--- config.mk ---
export PLATFORM = sky130hd
export DESIGN_NAME = led_frame_scheduler
export DESIGN_NICKNAME = d
export VERILOG_FILES = /design/src/rtl/led_frame_scheduler.sv
export SDC_FILE = /design/constraint.sdc
export NUM_CORES = 1
export LEC_CHECK = 0
export BUFFER_PORTS_ARGS = -buffer_cell sky130_fd_sc_hd__buf_2
export CAP_MARGIN = 20
export CORE_AREA = 5 5 256 258
export DETAILED_ROUTE_END_ITERATION = 7
export DIE_AREA = 0 0 261 263
export SYNTH_ARGS = -nofsm -noshare
export SYNTH_HDL_FRONTEND = slang
export SYNTH_SLANG_ARGS = --single-unit
--- constraint.sdc ---
create_clock -name clk -period 7.5 [get_ports clk]
set_input_delay 0.75 -clock clk [delete_from_list [all_inputs] [get_ports clk]]
set_output_delay 0.75 -clock clk [all_outputs]
set_load 0.1 [all_outputs]
--- src/rtl/led_frame_scheduler.sv ---
// rtl/led_frame_scheduler.sv - round-robin frame scheduler for the LED serial sender
// Define LED_SCHED_REFRESH_EN to build the periodic auto-refresh of the last frame.
module led_frame_scheduler #(
    parameter int NUM_REQ     = 4,
    parameter int DATA_W      = 128,
    parameter int GAP_CYC     = 64,
    parameter int REFRESH_CYC = 1500000,
    parameter int TIMEOUT_CYC = 65535
) (
    input  logic                        clk,
    input  logic                        rst,
    input  logic [NUM_REQ-1:0]          req,
    input  logic [NUM_REQ*DATA_W-1:0]   req_data,
    output logic [NUM_REQ-1:0]          gnt,
    output logic [NUM_REQ-1:0]          done,
    output logic                        tx_enable,
    output logic [DATA_W-1:0]           tx_data,
    input  logic                        tx_busy,
    output logic [$clog2(NUM_REQ)-1:0]  active_id,
    output logic                        timeout_err,
    input  logic                        clr_err
);
    localparam int IDW = $clog2(NUM_REQ);
    localparam int TW  = $clog2(TIMEOUT_CYC + 1);
    localparam int GW  = $clog2(GAP_CYC + 1);
    localparam logic [TW-1:0] TO_LAST  = TW'(TIMEOUT_CYC - 1);
    localparam logic [GW-1:0] GAP_LAST = GW'(GAP_CYC - 1);

    typedef enum logic [2:0] {
        S_IDLE,
        S_ISSUE,
        S_WAIT_BUSY,
        S_WAIT_DONE,
        S_GAP
    } state_t;

    generate
        if (NUM_REQ < 2 || NUM_REQ > 8 || GAP_CYC < 1 || TIMEOUT_CYC < 1 || REFRESH_CYC < 2) begin : g_param_err
            $error("led_frame_scheduler: parameter out of range");
        end
    endgenerate

    state_t              state_q;
    logic [NUM_REQ-1:0]  gnt_q;
    logic [NUM_REQ-1:0]  done_q;
    logic                tx_enable_q;
    logic [DATA_W-1:0]   tx_data_q;
    logic [IDW-1:0]      active_id_q;
    logic                timeout_err_q;
    logic [IDW-1:0]      rr_ptr_q;
    logic [TW-1:0]       wdog_q;
    logic [GW-1:0]       gap_q;
    logic                frame_req_q;

    logic                win_found;
    logic [IDW-1:0]      win_idx;
    logic [IDW-1:0]      cand_idx;
    logic [IDW-1:0]      rr_ptr_d;
    int                  cand;

    // Rotating priority search: first requester at or after the pointer wins.
    always_comb begin
        win_found = 1'b0;
        win_idx   = '0;
        cand      = 0;
        cand_idx  = '0;
        for (int k = 0; k < NUM_REQ; k++) begin
            cand     = (int'(rr_ptr_q) + k) % NUM_REQ;
            cand_idx = IDW'(cand);
            if (!win_found && req[cand_idx]) begin
                win_found = 1'b1;
                win_idx   = cand_idx;
            end
        end
        rr_ptr_d = IDW'((int'(win_idx) + 1) % NUM_REQ);
    end

`ifdef LED_SCHED_REFRESH_EN
    localparam int RW = $clog2(REFRESH_CYC + 1);
    localparam logic [RW-1:0] RF_LAST = RW'(REFRESH_CYC - 1);

    logic           have_last_q;
    logic [RW-1:0]  refresh_cnt_q;
    logic           refresh_due;

    // The count parks at its last value, so refresh_due stays up until the next ISSUE.
    assign refresh_due = have_last_q && (refresh_cnt_q == RF_LAST);

    always_ff @(posedge clk or posedge rst) begin
        if (rst) begin
            have_last_q   <= 1'b0;
            refresh_cnt_q <= '0;
        end else begin
            if (state_q == S_IDLE && win_found) begin
                have_last_q <= 1'b1;
            end
            if (state_q == S_ISSUE) begin
                refresh_cnt_q <= '0;
            end else if (have_last_q && refresh_cnt_q != RF_LAST) begin
                refresh_cnt_q <= refresh_cnt_q + 1'b1;
            end
        end
    end
`endif

    always_ff @(posedge clk or posedge rst) begin
        if (rst) begin
            state_q       <= S_IDLE;
            gnt_q         <= '0;
            done_q        <= '0;
            tx_enable_q   <= 1'b0;
            tx_data_q     <= '0;
            active_id_q   <= '0;
            timeout_err_q <= 1'b0;
            rr_ptr_q      <= '0;
            wdog_q        <= '0;
            gap_q         <= '0;
            frame_req_q   <= 1'b0;
        end else begin
            gnt_q       <= '0;
            done_q      <= '0;
            tx_enable_q <= 1'b0;
            // A watchdog expiry later in this block overrides the clear.
            if (clr_err) begin
                timeout_err_q <= 1'b0;
            end
            case (state_q)
                S_IDLE: begin
                    if (win_found) begin
                        tx_data_q      <= req_data[win_idx*DATA_W +: DATA_W];
                        active_id_q    <= win_idx;
                        rr_ptr_q       <= rr_ptr_d;
                        gnt_q[win_idx] <= 1'b1;
                        tx_enable_q    <= 1'b1;
                        frame_req_q    <= 1'b1;
                        state_q        <= S_ISSUE;
                    end
`ifdef LED_SCHED_REFRESH_EN
                    else if (refresh_due) begin
                        tx_enable_q <= 1'b1;
                        frame_req_q <= 1'b0;
                        state_q     <= S_ISSUE;
                    end
`endif
                end
                S_ISSUE: begin
                    wdog_q  <= '0;
                    state_q <= S_WAIT_BUSY;
                end
                S_WAIT_BUSY: begin
                    if (tx_busy) begin
                        wdog_q  <= '0;
                        state_q <= S_WAIT_DONE;
                    end else if (wdog_q == TO_LAST) begin
                        timeout_err_q <= 1'b1;
                        gap_q         <= '0;
                        state_q       <= S_GAP;
                    end else begin
                        wdog_q <= wdog_q + 1'b1;
                    end
                end
                S_WAIT_DONE: begin
                    if (!tx_busy) begin
                        if (frame_req_q) begin
                            done_q[active_id_q] <= 1'b1;
                        end
                        gap_q   <= '0;
                        state_q <= S_GAP;
                    end else if (wdog_q == TO_LAST) begin
                        timeout_err_q <= 1'b1;
                        gap_q         <= '0;
                        state_q       <= S_GAP;
                    end else begin
                        wdog_q <= wdog_q + 1'b1;
                    end
                end
                S_GAP: begin
                    if (gap_q == GAP_LAST) begin
                        state_q <= S_IDLE;
                    end else begin
                        gap_q <= gap_q + 1'b1;
                    end
                end
                default: state_q <= S_IDLE;
            endcase
        end
    end

    assign gnt         = gnt_q;
    assign done        = done_q;
    assign tx_enable   = tx_enable_q;
    assign tx_data     = tx_data_q;
    assign active_id   = active_id_q;
    assign timeout_err = timeout_err_q;

endmodule

# [Word level (Yosys, flattened, before mapping)]
# Index checks and enable logic that the tools add are counted.
[totals] elab_cells=99 out_inout_bits=140 inputBits=520 ff_bits=169
[classes] shifts=1 eq_ne=11 n_lt_le_gt_ge=8 n_addsub=6 reduce_logical=15 mux=47
[ops] operator="$shiftx A512 B10 Y128" n=1
[ops] operator="$mux W16" n=3
[ops] operator="$pmux W16 S3" n=1
[ops] operator="$mux W7" n=4
[ops] operator="$pmux W7 S3" n=1
[ops] operator="$mux W4" n=5
[ops] operator="$lt A2 B3 Y1 const B" n=6
[ops] operator="$add A16 B1 Y16 const B" n=1
[ops] operator="$eq A16 B16 Y1 const B" n=1
[ops] operator="$mux W1" n=16
[ops] operator="$mux W3" n=5
[ops] operator="$pmux W3 S5" n=1
[ops] operator="$ne A2 B2 Y1 const B" n=5
[ops] operator="$bmux W1 S2" n=4
[ops] operator="$mux W2" n=4
[ops] operator="$add A7 B1 Y7 const B" n=1
[ops] operator="$eq A7 B6 Y1 const B" n=1
[ops] operator="$eq A3 B2 Y1 const B" n=2
[ops] operator="$reduce_and A2 Y1" n=3
[ops] operator="$reduce_bool A3 Y1" n=2
[ops] operator="$logic_and A1 B1 Y1" n=5
[ops] operator="$add A2 B1 Y2 const B" n=2
[ops] operator="$add A2 B2 Y2 const B" n=2
[ops] operator="$demux W1 S2" n=2
[ops] operator="7 further kinds" n=10

# [Longest topological paths before layout]
# Gate-level depths: netlist of the first run.
[depth] depth_word=18 ltp_mapped=9 mapped_depth_nobuf=7

# [Worst setup path before layout of the first run]
# Ideal clock, no wire load.
[synth_timing] path_type="input-to-reg" start="input req[2]" end="register tx_data_q[95], in the netlist tx_data[95]" stages=8 slack_ps=5292 setup_time_ps=124 t_arrival_ps=2084 cell_sequence="nor4_1 or4_1 buf_2 a21o_1 buf_6 buf_6 a21oi_1 a211o_1"
[synth_between] elab_chain_cells=13 elab_cells_between_ends=24
[synth_lines] element="start: declaration" line_no="12" text="input logic [NUM_REQ-1:0] req,"
[synth_lines] element="$bmux W1 S2" line_no="70" text="if (!win_found && req[cand_idx]) begin"
[synth_lines] element="$mux W1 (implied by the code)" line_no="70"
[synth_lines] element="$mux W1" line_no="70"
[synth_lines] element="$logic_not A1 Y1" line_no="70"
[synth_lines] element="$logic_and A1 B1 Y1" line_no="70"
[synth_lines] element="$mux W1" line_no="70"
[synth_lines] element="$logic_not A1 Y1" line_no="70"
[synth_lines] element="$logic_and A1 B1 Y1" line_no="70"
[synth_lines] element="$mux W1" line_no="70"
[synth_lines] element="$logic_not A1 Y1" line_no="70"
[synth_lines] element="$logic_and A1 B1 Y1" line_no="70"
[synth_lines] element="$mux W2 / $mux W1 (equally long branches)" line_no="70"
[synth_lines] element="$shiftx A512 B10 Y128 / $reduce_and A2 Y1 (equally long branches)"
[synth_lines] element="end signal: assignment" line_no="130" text="tx_data_q <= req_data[win_idx*DATA_W +: DATA_W];"
[synth_lines] element="end: declaration" line_no="47" text="logic [DATA_W-1:0] tx_data_q;"
# Parallel ways exist; a longest one is shown, timed or not. The select of a mux whose other input is x is not followed.
# A chain may end at the register's enable or synchronous reset.

# [Worst setup path in the final report of the first run]
[layout_timing] start="register rr_ptr_q[1]" end="register tx_data_q[4], in the netlist tx_data[4]"
[layout_between] elab_chain_cells=13 elab_cells_between_ends=27
[layout_lines] element="start: declaration" line_no="50" text="logic [IDW-1:0] rr_ptr_q;"
[layout_lines] element="start signal: assignment" line_no="132" text="rr_ptr_q <= rr_ptr_d;"
[layout_lines] element="branches (longest 13 deep; another with $add A2 B1 Y2)"
# Parallel ways; which one is timed is not known. The select of a mux whose other input is x is not followed.

==> reports/qor.csv, run 1 <==
stage;metric;value;unit
sta;Setup Viol. Count Final;0;
setup_path;Setup Crit Path Kind;reg -> reg;
global_route;largest net degree at the start of global routing;152;
die;I/O pins;660;
finish;share of cells above drive strength 1;38.7;%
synthesis;flops & latches, synth;169;
synthesis;Yosys cell types;48;
setup_path;WP data required;7910;ps
detailed_routing;post-DR wirelength/cell;16.8;um
synthesis;Synth Area per Inst;7.76;um^2
synthesis;Synth area leader;dfrtp_1;
finish;most common cell after layout, fill and taps aside;buf_2;
detailed_routing;Routed Antenna Nets;0;
global_route;All-Layer GR Usage;12.7;%
detailed_routing;routed vias;11800;
cts;Resize count post-CTS;0;
synthesis;Net Count, Synth;1857;
cts;Worst-path clk slew;80;ps
setup_path;Worst Path Arrival;3310;ps
sta;crit share post-route;38.7;%
sta;Hold Vio Cnt, Final;0;
setup_path;reg-to-reg startpoint;rr_ptr_q[1];
sta;clock skew;11.3;ps
finish;Design Area, Final;14800;um^2
outcome;outcome;completed;
finish;most frequent cells in the layout;659 x buf_2, 523 x nand2_1, 226 x a21oi_1;
synthesis;Ys Warns;0;
cts;clk_lat worst skew;480;ps
detailed_routing;vias per cell;4.24;
die;# rows;92;
cts;H-tree depth;4;
placement;Final HPWL DP;35.3;mm
global_route;vias in the first global route;11400;
sta;Setup TNS;0;ps
sta;minimum clock period;2900;ps
sta;headroom to the max-slew limit;36.1;%
setup_path;FF-to-FF setup slack;4600;ps
synthesis;synthesized cell area;10300;um^2
detailed_routing;drc violations;0;
sta;f_max;0.345;GHz
die;Die ar.;68600;um^2
cts;Max Root-Sink Buffers;2;
pwr;Max VDD drop;277;uV
pwr;Power Dens Cells;493;nW/um^2
sta;Max Slew Vio Count;0;
cts;clock sinks;169;
setup_path;worst r2r path cells;7;
synthesis;fraction of registers with async set/reset;100;%
finish;synthesis-to-finish area growth;43.2;%
sta;Hold Slack;282;ps
setup_path;reg2reg end;tx_data[4];
setup_path;Critical Path End Type;flop;
job;max_cap viols;0;
cts;post-CTS setup buffers;0;
pwr;P_leak;0.00805;uW
sta;RSZ-0062 raised after global routing;no;
sta;Worst-Margin Slew;944;ps
placement;Post-DP Area;14200;um^2
cts;TritonCTS clock tree;yes;
synthesis;dominant synthesized flop cell;dfrtp_1;
synthesis;cell count after synthesis;1330;
detailed_routing;drt first pass iters;5;
synthesis;top post-synthesis cells by area;dfrtp_1 41%, nand2_1 19%, a21oi_1 11%;
finish;fin nets;2440;
finish;number of fill cells in the layout;6932;
placement;RePlAce Congestion;0.933;
global_route;initial antenna violation count;4;
setup_path;Critical Path End;tx_data[4];
finish;Final Core Density;23.6;%
setup_path;Setup crit start;rr_ptr_q[1];
die;Starting Density;16.5;%
die;Core ar.;62700;um^2
setup_path;Crit Path Max Fanout;135;
cts;# hold bufs at CTS;0;
die;Die Y;263;um
cts;total CTS buffers;17;
setup_path;critical path startpoint category;flop;
synthesis;number of synthesized flops with an enable pin;0;
die;Die W;261;um
cts;Root Buffer;clkbuf_16;
global_route;first-pass GRT wire length;67.4;mm
detailed_routing;final WL;46.6;mm
detailed_routing;DRT iter0 DRCs;866;
global_route;grt total ovfl;0;
placement;PortBufs;659;
hold_path;HP Class;in -> async;
synthesis;Yosys top cell area share;41.0;%
synthesis;sequential area share after synthesis;41.0;%
## worst max-delay path, stage by stage (launching register included)
cell     delay [ps]
dfrtp_1         470
or3b_1          410
o221a_4         270
inv_8           550
buf_12          510
nand2_1         160
a21oi_1         210
a211o_1         130
## power by group
group          internal (uW)  total, uW  switching [uW]
Combinational            972       4820            3850
Clock                    486        930             443
Sequential              1290       1540             247
## stage by stage
| stage | setup slack, ps | std cells | total power [uW] |
|---|---|---|---|
| after floorplan | 2170 | 1330 | 5440 |
| after global placement | 4160 | 2739 | 6380 |
| after detailed placement | 4140 | 2739 | 6390 |
| after CTS | 4500 | 2771 | 7360 |
| after global routing | 4360 | 2773 | 7670 |
| final | 4600 | 2774 | 7290 |
## how the worst min path moves through the flow
stage | from | end | slack, ps | cells past startpoint
2_1_floorplan | gap_q[5] | gap_q[5] | 450 | 1
3_3_place_gp | tx_data[40] | tx_data[40] | 460 | 1
3_5_place_dp | tx_data[67] | tx_data[67] | 470 | 1
4_1_cts | rst | tx_data[1] | 250 | 2
5_1_grt | rst | tx_data[32] | 270 | 2
6_report | rst | tx_data[1] | 280 | 2
## Yosys cell counts, types with 2 or more instances
| cell | number |
|---|---|
| xnor2_1 | 14 |
| buf_4 | 2 |
| nor2_1 | 24 |
| nand2_1 | 523 |
| inv_1 | 10 |
| a21o_1 | 3 |
| a21oi_1 | 226 |
| a211o_1 | 129 |
| a21boi_1 | 2 |
| buf_2 | 28 |
| ha_1 | 7 |
| o22ai_1 | 2 |
| mux2i_1 | 2 |
| buf_6 | 27 |
| or4_1 | 3 |
| nor2b_1 | 3 |
| nand3_1 | 10 |
| and3_1 | 3 |
| and2_1 | 6 |
| a21oi_2 | 35 |
| nand2b_1 | 6 |
| nor4_1 | 10 |
| clkbuf_1 | 49 |
| nand4_1 | 4 |
| dfrtp_1 | 169 |
| nor3_1 | 8 |
| a31oi_1 | 4 |
## state kept, by name, summed over array words and instances, names as in the netlist
register	count
gnt	4
done	4
state_q	3
tx_enable	1
gap_q	7
wdog_q	16
timeout_err	1
tx_data	128
rr_ptr_q	2
frame_req_q	1
active_id	2
## per-layer routing
| metal | share of wire, % | routed length (um) | vias up | track usage, % |
|---|---|---|---|---|
| met1 | 39 | 18100 | 5452 | 14.7 |
| met2 | 48 | 22400 | 536 | 21.3 |
| li1 | - | - | 5694 | - |
| met3 | 9.9 | 4600 | 65 | 4.66 |
| met5 | 0.086 | 40 | - | 0 |
| met4 | 3.2 | 1470 | 6 | 4.96 |
## cell type report
class / instances / area [um^2] / share of cell area [%]
multi-input combinational: 1042 / 5420 / 36.7
antenna: 2 / 5.00 / 0.0339
clock inverter: 12 / 126 / 0.855
inverter: 12 / 62.6 / 0.423
timing repair buffer: 671 / 3430 / 23.2
sequential: 169 / 4230 / 28.6
clock buffer: 20 / 457 / 3.09
tap: 846 / 1060 / 7.16
## cells by family (layout without fill, tap and decap cells)
| logic type | Yosys count | count (layout) | share of synthesized area (%) |
|---|---|---|---|
| adder cells (fa/ha/maj) | 7 | 7 | 0.848 |
| flip-flops | 169 | 169 | 41.0 |
| buffers and inverters | 119 | 715 | 6.74 |
| AO/OA/AOI/OAI | 412 | 412 | 26.5 |
| XOR/XNOR | 14 | 14 | 1.19 |
| other | 0 | 2 | 0 |
| AND/OR/NAND/NOR | 606 | 606 | 23.5 |
| multiplexers | 3 | 3 | 0.303 |
(Power assumes the default switching activity.)
==> run 2: changes to the inputs <==
--- a/config.mk
+++ b/config.mk
@@ -5,11 +5,12 @@
 export SDC_FILE = /design/constraint.sdc
 export NUM_CORES = 1
 export LEC_CHECK = 0
+export ABC_AREA = 1
 export BUFFER_PORTS_ARGS = -buffer_cell sky130_fd_sc_hd__buf_2
 export CAP_MARGIN = 20
-export CORE_AREA = 5 5 256 258
+export CORE_AREA = 5 5 254 256
 export DETAILED_ROUTE_END_ITERATION = 7
-export DIE_AREA = 0 0 261 263
+export DIE_AREA = 0 0 259 261
 export SYNTH_ARGS = -nofsm -noshare
 export SYNTH_HDL_FRONTEND = slang
 export SYNTH_SLANG_ARGS = --single-unit
==> constraint.sdc (replaced) <==
create_clock -name clk -period 2.51 [get_ports clk]
set_input_delay 0.251 -clock clk [delete_from_list [all_inputs] [get_ports clk]]
set_output_delay 0.251 -clock clk [all_outputs]
set_load 0.1 [all_outputs]
==> run 2 against run 1 <==
Against the previous run: critical path type unchanged; power shrank 3.7%; maximum frequency grew 26%; worst hold slack lost 210 ps; via count grew 29%; critical path depth grew 8; combinational power shrank 69%.
==> reports/qor.csv, run 2 <==
stage;metric;value;unit;change
global_route;grt total ovfl;0;;unchanged
synthesis;XOR/XNOR Fraction of Synth Area;0.288;%;-0.90 points
cts;Max Root-Sink Buffers;2;;unchanged
outcome;outcome;completed;;
synthesis;Post-Synth Adder-Cell Area;0.721;%;-0.13 points
finish;most frequent cells in the layout;1068 x nand2_1, 659 x buf_2, 244 x inv_1;;
cts;post-CTS setup buffers;0;;unchanged
sta;Hold Slack;72.3;ps;-210 ps
synthesis;synthesized cell area;12200;um^2;+18%
finish;most common cell after layout, fill and taps aside;nand2_1;;
cts;H-tree depth;4;;unchanged
synthesis;Yosys cell types;34;;-29%
synthesis;Synth Area in Compound Gates;1.94;%;-25 points
finish;number of fill cells in the layout;7136;;+2.9%
finish;fin nets;3202;;+31%
cts;Root Buffer;clkbuf_16;;
sta;minimum clock period;2300;ps;-601 ps
synthesis;Synth Area in Simple Gates;49.2;%;+26 points
synthesis;flops & latches, synth;169;;unchanged
synthesis;mux cell area share after synthesis;0;%;-0.30 points
detailed_routing;routed vias;15100;;+29%
synthesis;cell count after synthesis;2034;;+53%
detailed_routing;Routed Antenna Nets;0;;unchanged
die;Die W;259;um;-0.77%
synthesis;count leader, synth;nand2_1;;
cts;TritonCTS clock tree;yes;;
die;I/O pins;660;;unchanged
synthesis;Yosys top cell area share;34.8;%;-6.2 points
detailed_routing;final WL;55.4;mm;+19%
setup_path;WP data required;2910;ps;-5000 ps
sta;f_max;0.435;GHz;+26%
finish;synthesis-to-finish area growth;44.8;%;
setup_path;worst-path cell chain;inv_4 > nand2_1 > nand3_1 > nand2_1 > nand2_1 > nand2_1 > nand2_4 > nand3_4 > buf_12 > inv_4 > buf_12 > nand2_1 > nand2_1 > nand2_1 > nand3_1;;
sta;clock skew;14.0;ps;+2.70 ps
sta;headroom to the max-slew limit;59.5;%;+23 points
placement;Final HPWL DP;43.5;mm;+23%
die;Die Y;261;um;-0.76%
synthesis;sequential area share after synthesis;34.8;%;-6.2 points
synthesis;Synth Area per Inst;5.97;um^2;-23%
pwr;Max VDD drop;439;uV;+58%
synthesis;number of synthesized flops with an enable pin;0;;unchanged
cts;Worst-path clk slew;70;ps;about the same
detailed_routing;drc violations;0;;unchanged
setup_path;Critical Path End Type;flop;;
detailed_routing;DRT iter0 DRCs;943;;+8.9%
detailed_routing;vias per cell;4.27;;+0.83%
job;max_cap viols;0;;unchanged
setup_path;Setup Crit Path Kind;reg -> reg;;
global_route;vias in the first global route;14300;;+26%
pwr;Power Dens Cells;399;nW/um^2;-19%
setup_path;Crit Path Max Fanout;55;;-59%
detailed_routing;post-DR wirelength/cell;15.7;um;-6.9%
cts;clk_lat worst skew;480;ps;about the same
synthesis;dominant synthesized flop cell;dfrtp_1;;
synthesis;Synth area leader;dfrtp_1;;
setup_path;critical path's slowest cell;dfrtp_2;;
sta;Worst-Margin Slew;605;ps;-339 ps
synthesis;Ys Warns;0;;unchanged
global_route;initial antenna violation count;4;;unchanged
die;Core ar.;62300;um^2;-0.73%
finish;share of cells above drive strength 1;29.6;%;-9.1 points
sta;Max Slew Vio Count;0;;unchanged
setup_path;Worst path max stage delay;480;ps;-70 ps
sta;RSZ-0062 raised after global routing;no;;
setup_path;critical path startpoint category;flop;;
synthesis;top post-synthesis cells by area;dfrtp_1 35%, nand2_1 33%, nand3_1 8.1%;;
die;Starting Density;19.5;%;+3.1 points
sta;Hold Vio Cnt, Final;0;;unchanged
finish;max reg flops;128;;unchanged
hold_path;HP Class;in -> reg;;
synthesis;main combinational cell family by area after synthesis;simple AND/OR/NAND/NOR gates;;
pwr;P_leak;0.0110;uW;+37%
synthesis;fraction of registers with async set/reset;100;%;unchanged
die;Die ar.;67600;um^2;-1.5%
synthesis;Net Count, Synth;2561;;+38%
placement;PortBufs;659;;unchanged
global_route;first-pass GRT wire length;81.4;mm;+21%
sta;Setup TNS;0;ps;unchanged
setup_path;Crit path top cell by count;nand2_1;;
global_route;All-Layer GR Usage;15.3;%;+2.7 points
sta;Setup Viol. Count Final;0;;unchanged
synthesis;Synth top cells by count;1068 x nand2_1, 245 x inv_1, 197 x nand3_1;;
detailed_routing;drt first pass iters;5;;unchanged
sta;crit share post-route;91.6;%;+53 points
cts;clock sinks;169;;unchanged
global_route;largest net degree at the start of global routing;99;;-35%
die;# rows;92;;unchanged
finish;Final Core Density;28.3;%;+4.7 points
cts;total CTS buffers;17;;unchanged
placement;RePlAce Congestion;0.900;;-3.5%
setup_path;Worst Path Arrival;2700;ps;-610 ps
[run 2: changes by cell type after synthesis, moves of 35 or more]
| cell | before | now |
|---|---|---|
| nand2_1 | 523 | 1068 |
| inv_1 | 10 | 245 |
| nand3_1 | 10 | 197 |
| nand4_1 | 4 | 106 |
| buf_2 | 28 | 69 |
| a21oi_2 | 35 | 0 |
| a211o_1 | 129 | 0 |
| a21oi_1 | 226 | 18 |
[run 2: area by class of cell]
| cell class | count | area, um^2 | share of cell area (%) |
|---|---|---|---|
| multi-input cells | 1489 | 6380 | 36.3 |
| repair buffers | 747 | 4380 | 24.9 |
| flip-flops and latches | 169 | 4230 | 24.0 |
| well taps | 846 | 1060 | 6.02 |
| inverters | 251 | 951 | 5.40 |
| clock buffers | 20 | 457 | 2.60 |
| clock inverters | 12 | 136 | 0.775 |
| diodes | 3 | 7.51 | 0.0427 |
[run 2: timing repair]
| item | in CTS | in global routing |
|---|---|---|
| hold buffers | 2 | 0 |
| resized for setup | 0 | 4 |
| setup endpoints to repair | 0 | 111 |
| hold endpoints to repair | 18 | 0 |
[run 2: per-layer routing]
metal	GRT usage, %	up-vias	wire length (um)
li1	-	7555	-
met1	19.2	6858	22800
met2	25.3	624	26500
met3	4.50	73	4590
met4	5.39	0	1540
met5	0	-	0
[run 2: final timing paths]
path                                    start      endpoint  slack [ps]  cells past startpoint
min in group asynchronous                 rst   tx_data[98]         370                      3
worst min register to register   tx_data[108]  tx_data[108]         470                      2
worst min-delay path            req_data[180]   tx_data[52]          70                      5
max in group asynchronous                 rst   tx_data[24]        1370                      5
worst max register to register    rr_ptr_q[0]   tx_data[90]         210                     15
worst max-delay path              rr_ptr_q[0]   tx_data[90]         210                     15
[run 2: power by group]
group / switching (uW) / internal, uW
clock network: 1260 / 1530
logic: 845 / 662
registers: 0.0000000000000191 / 2720
total: 2110 / 4910
[run 2: cell families (layout without fill, tap and decap cells)]
family	Yosys count	after routing
other cells	0	3
xor+xnor	4	4
compound gates	44	44
fa+ha+maj	7	7
buf+inv	376	1030
flops	169	169
simple gates	1434	1434
[run 2: per-stage QoR]
| stage | cell area [um^2] | power (uW) | cells | worst slack (ps) |
|---|---|---|---|---|
| floorplan | 12200 | 3530 | 2034 | 104 |
| global placement | 16900 | 4280 | 3499 | 76.6 |
| detailed placement | 16900 | 4280 | 3499 | 113 |
| CTS | 17500 | 7170 | 3533 | 83.0 |
| global route | 17600 | 7440 | 3537 | 3.82 |
| finish | 17600 | 7020 | 3537 | 210 |
[run 2: critical path: cells and delay by family, from the launching register on]
family | cells | cell delay (ps)
buf+inv | 4 | 640
simple gates | 11 | 1050
flops | 1 | 480
==> run 3: changes to the inputs <==
--- a/config.mk
+++ b/config.mk
@@ -11,6 +11,7 @@
 export CORE_AREA = 5 5 254 256
 export DETAILED_ROUTE_END_ITERATION = 7
 export DIE_AREA = 0 0 259 261
+export PLACE_DENSITY = 0.48
 export SYNTH_ARGS = -nofsm -noshare
 export SYNTH_HDL_FRONTEND = slang
 export SYNTH_SLANG_ARGS = --single-unit
==> run 3 against run 2 <==
Against the previous run: largest power group unchanged; critical endpoint is now tx_data[113]; power increased by 2.1%; largest cell class unchanged; worst hold slack improved by 0.73 ps; register-to-register slack improved by 20 ps; wire length increased by 3.7%; global-route usage increased by 0.62 points; non-clock buffer count decreased by 18.
==> reports/qor.csv, run 3 (synthesis gave the netlist of run 2 again) <==
stage;metric;value;unit;change
pwr;switching share of power;30.5;%;+0.43 points
cts;clock sinks;169;;unchanged
detailed_routing;routed vias;14700;;-2.4%
detailed_routing;post-DR wirelength/cell;16.3;um;+4.1%
finish;fin nets;3184;;-0.56%
pwr;sequential share of power;37.9;%;-0.9 points
setup_path;critical path startpoint category;flop;;
cts;Root Buffer;clkbuf_16;;
setup_path;CP delay by family, top;simple AND/OR/NAND/NOR gates;;
sta;Hold Vio Cnt, Final;0;;unchanged
cts;H-tree depth;4;;unchanged
pwr;switching power of the nets;2180;uW;+3.6%
hold_path;HP Class;in -> reg;;
setup_path;WP data required;2870;ps;-40 ps
finish;synthesis-to-finish area growth;43.4;%;
cts;TritonCTS clock tree;yes;;
cts;clk_lat worst skew;470;ps;about the same
die;Die ar.;67600;um^2;unchanged
die;Starting Density;19.5;%;unchanged
placement;Inst Count DP;3482;;-0.49%
sta;Worst-Margin Slew;618;ps;+13.1 ps
sta;Setup Viol. Count Final;0;;unchanged
global_route;first-pass GRT wire length;84.0;mm;+3.3%
cts;Worst-path clk slew;80;ps;about the same
finish;max reg flops;128;;unchanged
finish;Non-Filler Instances;3523;;-0.40%
sta;f_max;0.439;GHz;+1.1%
cts;Max Root-Sink Buffers;2;;unchanged
setup_path;Worst Path Arrival;2630;ps;-70 ps
sta;minimum clock period;2280;ps;-24.5 ps
finish;share of cells above drive strength 1;29.2;%;-0.44 points
finish;most frequent cells in the layout;1068 x nand2_1, 659 x buf_2, 244 x inv_1;;
job;max_cap viols;0;;unchanged
hold_path;WHS Path Cells;5;;unchanged
setup_path;worst r2r path cells;13;;-2
detailed_routing;vias per cell;4.19;;-2.0%
setup_path;worst-path cell chain;inv_4 > nand2_1 > nand3_1 > nand2_1 > nand2_1 > nand2_1 > nand2_4 > buf_12 > nand4_1 > nand3_1 > nand2_1 > nand2_1 > nand2_1;;
pwr;Clock power frac;41.4;%;+1.6 points
cts;total CTS buffers;17;;unchanged
pwr;combinational fraction of design power;20.6;%;-0.9 points
detailed_routing;Routed Antenna Nets;0;;unchanged
global_route;vias in the first global route;14200;;-1.0%
setup_path;Crit path top cell by count;nand2_1;;
detailed_routing;DRT iter0 DRCs;900;;-4.6%
setup_path;reg-to-reg startpoint;rr_ptr_q[0];;
setup_path;Setup Crit Path Kind;reg -> reg;;
setup_path;FF-to-FF setup slack;230;ps;+20 ps
cts;post-CTS setup buffers;0;;unchanged
pwr;P_leak;0.0109;uW;-1.0%
pwr;Cell Int Power;4990;uW;+1.5%
sta;headroom to the max-slew limit;58.7;%;-0.78 points
detailed_routing;drt first pass iters;4;;-1
sta;clock skew;13.1;ps;-0.915 ps
global_route;largest net degree at the start of global routing;87;;-12%
setup_path;critical path's slowest cell;dfrtp_2;;
die;# rows;92;;unchanged
setup_path;Critical Path End Type;flop;;
pwr;Power Dens Cells;412;nW/um^2;+3.1%
setup_path;Worst path max stage delay;500;ps;+20 ps
hold_path;Hold Crit Endpoint;tx_data[103];;
die;Die Y;261;um;unchanged
finish;most common cell after layout, fill and taps aside;nand2_1;;
setup_path;Crit Path Max Fanout;86;;+56%
hold_path;hold path startpoint;req_data[231];;
setup_path;reg2reg end;tx_data[113];;
global_route;initial antenna violation count;9;;+5
sta;crit share post-route;90.7;%;-0.98 points
placement;Final HPWL DP;45.3;mm;+4.0%
global_route;grt total ovfl;0;;unchanged
placement;RePlAce Congestion;0.882;;-2.0%
outcome;outcome;completed;;
placement;PortBufs;659;;unchanged
die;I/O pins;660;;unchanged
global_route;All-Layer GR Usage;16.0;%;+0.62 points
detailed_routing;drc violations;0;;unchanged
setup_path;Worst Path Buf+Inv;2;;-2
sta;RSZ-0062 raised after global routing;no;;
die;Core ar.;62300;um^2;unchanged
sta;Max Slew Vio Count;0;;unchanged
detailed_routing;final WL;57.4;mm;+3.7%
die;Die W;259;um;unchanged
sta;Setup TNS;0;ps;unchanged
pwr;Max VDD drop;485;uV;+10%
run 3: per-stage QoR:
step / hold slack (ps) / worst slack (ps) / cell area [um^2] / utilization (%) / power [uW]
final: 73.1 / 234 / 17400 / 28.0 / 7170
after global routing: 52.2 / 2.51 / 17400 / 28.0 / 7580
after CTS: 28.2 / 143 / 17400 / 28.0 / 7310
after detailed placement: 366 / 151 / 16800 / 26.9 / 4270
after global placement: 367 / 166 / 16800 / 26.9 / 4280
after floorplan: 347 / 104 / 12200 / - / 3530
run 3: per-layer routing:
metal,part of all wire [%],up-vias,global-route usage [%]
met5,0,-,0
met4,2.2,0,5.03
met2,49,478,26.8
li1,-,7521,-
met3,7.3,57,4.42
met1,42,6689,20.0
run 3: what timing repair did:
| action | CTS | global route |
|---|---|---|
| hold endpoints to repair | 16 | 0 |
| hold buffers | 2 | 0 |
| setup endpoints to repair | 0 | 64 |
| gates resized for setup | 0 | 1 |
run 3: worst max-delay path by stage:
stage                           start           end  slack [ps]  cells past startpoint
final                     rr_ptr_q[0]  tx_data[113]         230                     13
after global routing      rr_ptr_q[0]  tx_data[119]           3                     15
after CTS                 rr_ptr_q[0]   tx_data[31]         140                     14
after detailed placement  rr_ptr_q[0]   tx_data[31]         150                     14
after global placement    rr_ptr_q[0]   tx_data[31]         170                     14
after floorplan                   rst  active_id[0]         100                      1
run 3: area by class of cell:
cell class / instances / area (um^2)
Inverter: 251 / 951
Timing Repair Buffer: 729 / 4150
Sequential cell: 169 / 4230
Antenna cell: 7 / 17.5
Multi-Input combinational cell: 1489 / 6380
Clock inverter: 15 / 209
Clock buffer: 17 / 425
Tap cell: 846 / 1060
Fill cell: 7177 / 44800
run 3: power groups by stage:
stage	logic (uW)	clock network, uW	registers, uW
2_1_floorplan	752	0	2780
3_3_place_gp	1500	0	2770
3_5_place_dp	1490	0	2770
4_1_cts	1500	3090	2720
5_1_grt	1670	3190	2720
6_report	1480	2970	2720
run 3: tightest hold or removal path, stage by stage:
cell and delay [ps]:
buf_2 70, nand2_1 40, nand2_1 50, nand2_1 40, nand3_1 60
